[config.mk]
export PLATFORM = sky130hd
export DESIGN_NAME = wb_initiator_flat
export DESIGN_NICKNAME = d
export VERILOG_FILES = /design/src/rtl/wb_initiator_if.sv /design/src/rtl/wb_initiator.sv /design/src/flat_wrapper.sv
export SDC_FILE = /design/constraint.sdc
export NUM_CORES = 1
export LEC_CHECK = 0
export BUFFER_PORTS_ARGS = -buffer_cell sky130_fd_sc_hd__buf_2
export CAP_MARGIN = 25
export CORE_MARGIN = 5
export CORE_UTILIZATION = 35
export DETAILED_ROUTE_END_ITERATION = 16
export PLACE_DENSITY_LB_ADDON = 0.3
export SLEW_MARGIN = 10
export SYNTH_ARGS = -nofsm -noshare
export SYNTH_HDL_FRONTEND = slang
export SYNTH_SLANG_ARGS = --single-unit
[constraint.sdc]
create_clock -name wb_clk_i -period 11.7 [get_ports wb_clk_i]
set_clock_uncertainty 0.15 [all_clocks]
set_input_delay 2.925 -clock wb_clk_i [delete_from_list [all_inputs] [get_ports wb_clk_i]]
set_output_delay 2.925 -clock wb_clk_i [all_outputs]
set_load 0.03 [all_outputs]
[src/rtl/wb_initiator_if.sv]
// Core request/response channel plus Wishbone classic bus, grouped for the bridge.
// The master modport is the bridge's view; the slave modport is the core/responder environment.
interface wb_initiator_if;
  logic        req_valid_i;
  logic        req_ready_o;
  logic        req_we_i;
  logic [31:0] req_addr_i;
  logic [31:0] req_wdata_i;
  logic [3:0]  req_be_i;
  logic        resp_valid_o;
  logic [31:0] resp_rdata_o;
  logic        resp_err_o;
  logic        wb_cyc_o;
  logic        wb_stb_o;
  logic        wb_we_o;
  logic [31:0] wb_adr_o;
  logic [31:0] wb_dat_o;
  logic [3:0]  wb_sel_o;
  logic [31:0] wb_dat_i;
  logic        wb_ack_i;
  logic        wb_err_i;

  modport master (
    input  req_valid_i, req_we_i, req_addr_i, req_wdata_i, req_be_i,
    output req_ready_o, resp_valid_o, resp_rdata_o, resp_err_o,
    output wb_cyc_o, wb_stb_o, wb_we_o, wb_adr_o, wb_dat_o, wb_sel_o,
    input  wb_dat_i, wb_ack_i, wb_err_i
  );

  modport slave (
    output req_valid_i, req_we_i, req_addr_i, req_wdata_i, req_be_i,
    input  req_ready_o, resp_valid_o, resp_rdata_o, resp_err_o,
    input  wb_cyc_o, wb_stb_o, wb_we_o, wb_adr_o, wb_dat_o, wb_sel_o,
    output wb_dat_i, wb_ack_i, wb_err_i
  );
endinterface

[src/rtl/wb_initiator.sv]
// Single-outstanding core-to-Wishbone-classic bridge; response 1 cycle after ack/err/timeout (min 2 from accept).
// Backpressure: req_ready_o only in IDLE; responses are a one-cycle pulse with no backpressure.
module wb_initiator #(
  parameter int unsigned TIMEOUT = 255
) (
  input  logic          wb_clk_i,
  input  logic          wb_rst_i,
  wb_initiator_if.master bus
);

  typedef enum logic [1:0] {IDLE, BUS, RESP} state_t;

  localparam logic [15:0] TMO_LAST = 16'(TIMEOUT - 1);

  state_t      state_q, state_d;
  logic        we_q;
  logic [31:0] adr_q;
  logic [31:0] dat_q;
  logic [3:0]  sel_q;
  logic [15:0] cnt_q, cnt_d;
  logic [31:0] rdata_q, rdata_d;
  logic        err_q, err_d;
  logic        load;

  always_ff @(posedge wb_clk_i or posedge wb_rst_i) begin
    if (wb_rst_i) begin
      state_q <= IDLE;
    end else begin
      state_q <= state_d;
    end
  end

  // Error wins over ack; a responder termination in the last counted cycle wins over timeout.
  always_comb begin
    state_d = state_q;
    load    = 1'b0;
    cnt_d   = cnt_q;
    rdata_d = rdata_q;
    err_d   = err_q;
    unique case (state_q)
      IDLE: begin
        if (bus.req_valid_i) begin
          load    = 1'b1;
          cnt_d   = 16'd0;
          state_d = BUS;
        end
      end
      BUS: begin
        if (bus.wb_err_i) begin
          err_d   = 1'b1;
          rdata_d = 32'd0;
          state_d = RESP;
        end else if (bus.wb_ack_i) begin
          err_d   = 1'b0;
          rdata_d = we_q ? 32'd0 : bus.wb_dat_i;
          state_d = RESP;
        end else if (cnt_q == TMO_LAST) begin
          err_d   = 1'b1;
          rdata_d = 32'd0;
          state_d = RESP;
        end else begin
          cnt_d = cnt_q + 16'd1;
        end
      end
      RESP: begin
        state_d = IDLE;
      end
      default: begin
        state_d = IDLE;
      end
    endcase
  end

  always_ff @(posedge wb_clk_i or posedge wb_rst_i) begin
    if (wb_rst_i) begin
      we_q    <= 1'b0;
      adr_q   <= 32'd0;
      dat_q   <= 32'd0;
      sel_q   <= 4'd0;
      cnt_q   <= 16'd0;
      rdata_q <= 32'd0;
      err_q   <= 1'b0;
    end else begin
      cnt_q   <= cnt_d;
      rdata_q <= rdata_d;
      err_q   <= err_d;
      if (load) begin
        we_q  <= bus.req_we_i;
        adr_q <= bus.req_addr_i;
        dat_q <= bus.req_wdata_i;
        sel_q <= bus.req_be_i;
      end
    end
  end

  // Bus outputs come straight from hold registers so they keep their last value outside BUS.
  assign bus.req_ready_o  = (state_q == IDLE);
  assign bus.wb_cyc_o     = (state_q == BUS);
  assign bus.wb_stb_o     = (state_q == BUS);
  assign bus.wb_we_o      = we_q;
  assign bus.wb_adr_o     = adr_q;
  assign bus.wb_dat_o     = dat_q;
  assign bus.wb_sel_o     = sel_q;
  assign bus.resp_valid_o = (state_q == RESP);
  assign bus.resp_rdata_o = rdata_q;
  assign bus.resp_err_o   = err_q;

endmodule

[src/flat_wrapper.sv]
// flat-port wrapper written by rule: the top's interface ports become plain ports
module wb_initiator_flat 
#(
  parameter int unsigned TIMEOUT = 255
)
  (wb_clk_i, wb_rst_i, bus_req_valid_i, bus_req_we_i, bus_req_addr_i, bus_req_wdata_i, bus_req_be_i, bus_req_ready_o, bus_resp_valid_o, bus_resp_rdata_o, bus_resp_err_o, bus_wb_cyc_o, bus_wb_stb_o, bus_wb_we_o, bus_wb_adr_o, bus_wb_dat_o, bus_wb_sel_o, bus_wb_dat_i, bus_wb_ack_i, bus_wb_err_i);
  wb_initiator_if bus_i ();
  input  logic wb_clk_i;
  input  logic wb_rst_i;
  input wire logic [$bits(bus_i.req_valid_i)-1:0] bus_req_valid_i;
  input wire logic [$bits(bus_i.req_we_i)-1:0] bus_req_we_i;
  input wire logic [$bits(bus_i.req_addr_i)-1:0] bus_req_addr_i;
  input wire logic [$bits(bus_i.req_wdata_i)-1:0] bus_req_wdata_i;
  input wire logic [$bits(bus_i.req_be_i)-1:0] bus_req_be_i;
  output wire logic [$bits(bus_i.req_ready_o)-1:0] bus_req_ready_o;
  output wire logic [$bits(bus_i.resp_valid_o)-1:0] bus_resp_valid_o;
  output wire logic [$bits(bus_i.resp_rdata_o)-1:0] bus_resp_rdata_o;
  output wire logic [$bits(bus_i.resp_err_o)-1:0] bus_resp_err_o;
  output wire logic [$bits(bus_i.wb_cyc_o)-1:0] bus_wb_cyc_o;
  output wire logic [$bits(bus_i.wb_stb_o)-1:0] bus_wb_stb_o;
  output wire logic [$bits(bus_i.wb_we_o)-1:0] bus_wb_we_o;
  output wire logic [$bits(bus_i.wb_adr_o)-1:0] bus_wb_adr_o;
  output wire logic [$bits(bus_i.wb_dat_o)-1:0] bus_wb_dat_o;
  output wire logic [$bits(bus_i.wb_sel_o)-1:0] bus_wb_sel_o;
  input wire logic [$bits(bus_i.wb_dat_i)-1:0] bus_wb_dat_i;
  input wire logic [$bits(bus_i.wb_ack_i)-1:0] bus_wb_ack_i;
  input wire logic [$bits(bus_i.wb_err_i)-1:0] bus_wb_err_i;
  assign bus_i.req_valid_i = bus_req_valid_i;
  assign bus_i.req_we_i = bus_req_we_i;
  assign bus_i.req_addr_i = bus_req_addr_i;
  assign bus_i.req_wdata_i = bus_req_wdata_i;
  assign bus_i.req_be_i = bus_req_be_i;
  assign bus_req_ready_o = bus_i.req_ready_o;
  assign bus_resp_valid_o = bus_i.resp_valid_o;
  assign bus_resp_rdata_o = bus_i.resp_rdata_o;
  assign bus_resp_err_o = bus_i.resp_err_o;
  assign bus_wb_cyc_o = bus_i.wb_cyc_o;
  assign bus_wb_stb_o = bus_i.wb_stb_o;
  assign bus_wb_we_o = bus_i.wb_we_o;
  assign bus_wb_adr_o = bus_i.wb_adr_o;
  assign bus_wb_dat_o = bus_i.wb_dat_o;
  assign bus_wb_sel_o = bus_i.wb_sel_o;
  assign bus_i.wb_dat_i = bus_wb_dat_i;
  assign bus_i.wb_ack_i = bus_wb_ack_i;
  assign bus_i.wb_err_i = bus_wb_err_i;
  wb_initiator #(.TIMEOUT(TIMEOUT)) u_core (.wb_clk_i(wb_clk_i), .wb_rst_i(wb_rst_i), .bus(bus_i));
endmodule
After elaboration in Yosys (flattened, before gate mapping)
Cells that the tools add are included.

Bits in registers: 120. Input port bits: 106. Output and inout port bits: 106. Logic and storage cells: 42.

Add/subtract/negate cells: 1. Equal/unequal tests: 8. Muxes and demuxes: 19. Reduce and logical (&&, ||, !) cells: 6.

Operators with widths (count): $mux 32 (4); $mux 16 (4); $pmux 16 s2 (1); $add 16x1->16 const B (1); $eq 16x8->1 const B (1); $mux 2 (4); $ne 2x2->1 const B (4); $mux 1 (5); $reduce_and 5->1 (1); $ne 4x1->1 const B (1); $pmux 2 s2 (1); $reduce_and 2->1 (2); $reduce_bool 3->1 (1); $eq 2x1->1 const B (1); $eq 2x2->1 const B (1); $logic_not 2->1 (1); $reduce_bool 2->1 (1).

Logic depth before layout (Yosys ltp)
Word-level depth: 5. Gate-level depth with buffers: 7. Gate-level depth less buffers: 6.

Worst setup path before layout
OpenSTA, ideal clock, no wires.

Path kind: input-to-reg. Start point: input bus_req_valid_i. End point: register u_core.cnt_q[15]. Library setup time: 0.136 ns. Arrival: 4.026 ns. Data required time: 11.414 ns. Path slack: 7.388 ns. Stages on the path: 5. Path buffers: 1. Path through: or3b_2 buf_2 nand2_1 a21oi_1 or3b_2.

Cells in the longest elaborated chain, start to end: 2.

Ends and longest elaborated chain: from (decl) (RTL line flat_wrapper.sv:10) `input wire logic [$bits(bus_i.req_valid_i)-1:0] bus_req_valid_i;`; $ne 2x2->1 (no line); $reduce_and 5->1 (no line); to (signal assigned) (RTL line wb_initiator.sv:84) `cnt_q <= cnt_d;`; to (decl) (RTL line wb_initiator.sv:20) `logic [15:0] cnt_q, cnt_d;`.

No other way between the ends. A chain may end at the register's enable or synchronous reset.

Worst setup path in the final report
Start point: register u_core.state_q[1]. End point: output bus_wb_stb_o.

Cells in the longest elaborated chain, start to end: 1.

Ends and longest elaborated chain: from (decl) (RTL line wb_initiator.sv:15) `state_t state_q, state_d;`; from (signal assigned) (RTL line wb_initiator.sv:29) `state_q <= state_d;`; $eq 2x1->1 (RTL line wb_initiator.sv:99) `assign bus.wb_stb_o = (state_q == BUS);`; to (decl) (RTL line flat_wrapper.sv:20) `output wire logic [$bits(bus_i.wb_stb_o)-1:0] bus_wb_stb_o;`.

No other way between the ends.

==> results.json <==
{
  "cts_setup_buffers": 0,
  "die_w_um": 131,
  "clk_pin_slew_worst_paths_ps": 60,
  "clock_insertion_delay_worst_skew_ps": 410,
  "synth.cell_area_sq_mm": 0.00514,
  "grt_residual_overflow": 0,
  "rr_endpoint": "u_core.bus.resp_rdata_o[13]",
  "wl_per_cell_um": 14.6,
  "global_route_total_usage_across_every_layer_pct": 16.0,
  "min-delay-path-class": "reg -> reg",
  "hpwl_detailed_mm": 9.64,
  "maxCapViolCount": 0,
  "route.final.wire_length_mm": 14.0,
  "synth_top_cell_area_share_pct": 58.4,
  "antenna_found_initial": 0,
  "timing.final.max_slew_violations": 0,
  "synthToLayoutAreaGrowth_pct": 35.1,
  "fin_worst_hold_slack_ps": 317,
  "drive_gt1_share_pct": 33.6,
  "chipHeight_um": 131,
  "unrepaired_setup_endpoints_after_global_routing": "no",
  "netlist_instances": 552,
  "worst_r2r_path_depth": 7,
  "required_ps": 8630,
  "syn_nets": 660,
  "synthTopCellsByArea": "sky130_fd_sc_hd__dfrtp_1, sky130_fd_sc_hd__nand2_1, sky130_fd_sc_hd__mux2i_1, sky130_fd_sc_hd__inv_1, sky130_fd_sc_hd__a31oi_1",
  "vdd_drop_max_mv": 0.144,
  "final_nets": 868,
  "mean_instance_size_in_the_synthesized_netlist_sq_um": 9.31,
  "yosys_register_bits": 120,
  "r2r-start": "u_core.cnt_q[0]",
  "drt_iter0_markers": 251,
  "htree_num_levels": 4,
  "viasPerCell": 4.61,
  "yosys_warnings": 0,
  "antenna-diode-count": 0,
  "fmax_mhz": 204,
  "cts_hold_buf": 0,
  "cts_max_path_buffers": 2,
  "worst_slew_pin_slew_ps": 780,
  "startpoint_type": "register",
  "layout_commonest_cell": "sky130_fd_sc_hd__nand2_1",
  "commonest_non_fill_non_tap_cells_in_the_layout": "sky130_fd_sc_hd__nand2_1, sky130_fd_sc_hd__buf_2, sky130_fd_sc_hd__dfrtp_1, sky130_fd_sc_hd__inv_1, sky130_fd_sc_hd__mux2i_1",
  "regToRegSetupSlack_ps": 9190,
  "inserted_clock_buffers": 17,
  "number_of_setup_violations_in_the_final_report": 0,
  "final_core_utilization_pct": 48.0,
  "number_of_flops_mapped_to_enable_cells_by_yosys": 0,
  "initial_utilization_pct": 35.5,
  "die-area_sq_mm": 0.0172,
  "remaining_drc_errors": 0,
  "gp_congestion": 0.843,
  "async_flop_share_pct": 100,
  "finalPower_mw": 1.71,
  "dp_worst_setup_slack_ps": 6930,
  "power.density_cell_area_mw_per_mm2": 246,
  "final-hold-violation-count": 0,
  "grt_first_pass_wirelength_mm": 22.4,
  "critPathKind": "reg -> out",
  "io-pin-count": 212,
  "final.setup.worst_slack_ps": 6790,
  "crit_fanout": 12,
  "run_status": "finished clean",
  "place.port_buffers": 211,
  "post_cts_resized": 0,
  "clock_tree.root_cell": "sky130_fd_sc_hd__clkbuf_16",
  "worstSetupStartpoint": "u_core.state_q[1]",
  "timing.max_slew.rel_slack_pct": 48.0,
  "cellLeakagePower_nw": 3.74,
  "routed-via-count": 4416,
  "rows": 44,
  "timing.setup.tns_ps": 0,
  "critPathCapture": "bus_wb_stb_o",
  "cts_num_sinks": 120,
  "yosys_top_cell_by_area": "sky130_fd_sc_hd__dfrtp_1",
  "ys_types": 41,
  "critical_path.endpoint_type": "output port",
  "drtPass1Iterations": 4,
  "arrival_time_of_data_at_the_critical_path_endpoint_ps": 1840,
  "timing.final.crit_share_pct": 42.0,
  "tritoncts": "yes",
  "largest_net_degree_at_the_start_of_global_routing": 73,
  "finalWorstPathRequiredPeriod_ps": 4910,
  "grt_pass1_vias": 4393,
  "placeableCoreArea_sq_mm": 0.0145,
  "register_area_share_after_synthesis_pct": 58.4,
  "drtAntennaViolNets": 0,
  "postSynth.topFlopCell": "sky130_fd_sc_hd__dfrtp_1"
}
worst max-delay path: stages, from the launching register on:
cell	delay (ps)
sky130_fd_sc_hd__dfrtp_1	390
sky130_fd_sc_hd__nand2b_1	360
sky130_fd_sc_hd__inv_1	400
sky130_fd_sc_hd__buf_2	270
layer usage:
| metal | track usage, % | share of wire [%] | routed length, um |
|---|---|---|---|
| met1 | 18.7 | 40 | 5540 |
| met2 | 26.7 | 52 | 7210 |
| met3 | 5.01 | 5.5 | 773 |
| met4 | 7.91 | 3.2 | 442 |
| met5 | 0 | 0 | 0 |
synthesized netlist by cell type (all sizes together), types with 2 or more instances:
cell type	count
a31oi	16
buf	11
o21a	3
ha	2
or3b	2
o21ai	5
nor3	8
nand4	5
dfrtp	120
nor4b	2
mux2i	33
nand2	248
a21oi	7
and4	2
inv	39
o211ai	3
nand3	7
nor2	7
clkbuf	17
nand2b	3
power breakdown:
part           leakage (nW)  internal [mW]  switching [mW]
registers              1.55          0.529          0.0630
logic                  1.91          0.157           0.414
clock network         0.288          0.340           0.203
total                  3.74           1.03           0.680
layout make-up:
type	instances	area, sq um
Fill cell	1393	7530
Clock inverter	15	190
Timing Repair Buffer	217	1100
Inverter	39	149
Tap cell	184	230
Multi-Input combinational cell	365	1850
Sequential cell	120	3000
Clock buffer	17	425
kinds of logic after synthesis:
family	Yosys count	synth area share, %
AO/OA/AOI/OAI	40	5.26
AND/OR/NAND/NOR	290	23.7
adder cells (fa/ha/maj)	2	0.487
buffers and inverters	67	5.77
flip-flops	120	58.4
multiplexers	33	6.42
through the flow:
step                      area (sq um)  cells
after floorplan                   5140    552
after global placement            6330    925
after detailed placement          6330    925
after CTS                         6940    957
after global routing              6940    957
final                             6940    957
flip-flops by register name, indices dropped and copies added (netlist names):
signal / flops
u_core.bus.resp_rdata_o: 32
u_core.bus.wb_we_o: 1
u_core.bus.wb_dat_o: 32
u_core.bus.resp_err_o: 1
u_core.bus.wb_adr_o: 32
u_core.bus.wb_sel_o: 4
u_core.cnt_q: 16
u_core.state_q: 2
worst min-delay path by stage:
stage / start / endpoint / slack, ps / cells past startpoint
2_1_floorplan: u_core.cnt_q[7] / u_core.cnt_q[7] / 320 / 1
3_3_place_gp: u_core.bus.wb_adr_o[27] / u_core.bus.wb_adr_o[27] / 300 / 2
3_5_place_dp: u_core.bus.wb_dat_o[23] / u_core.bus.wb_dat_o[23] / 310 / 2
4_1_cts: u_core.bus.wb_adr_o[22] / u_core.bus.wb_adr_o[22] / 320 / 2
5_1_grt: u_core.bus.wb_adr_o[7] / u_core.bus.wb_adr_o[7] / 340 / 2
6_report: u_core.bus.wb_adr_o[7] / u_core.bus.wb_adr_o[7] / 320 / 2
Note: power is estimated with default switching activity, not from simulation.
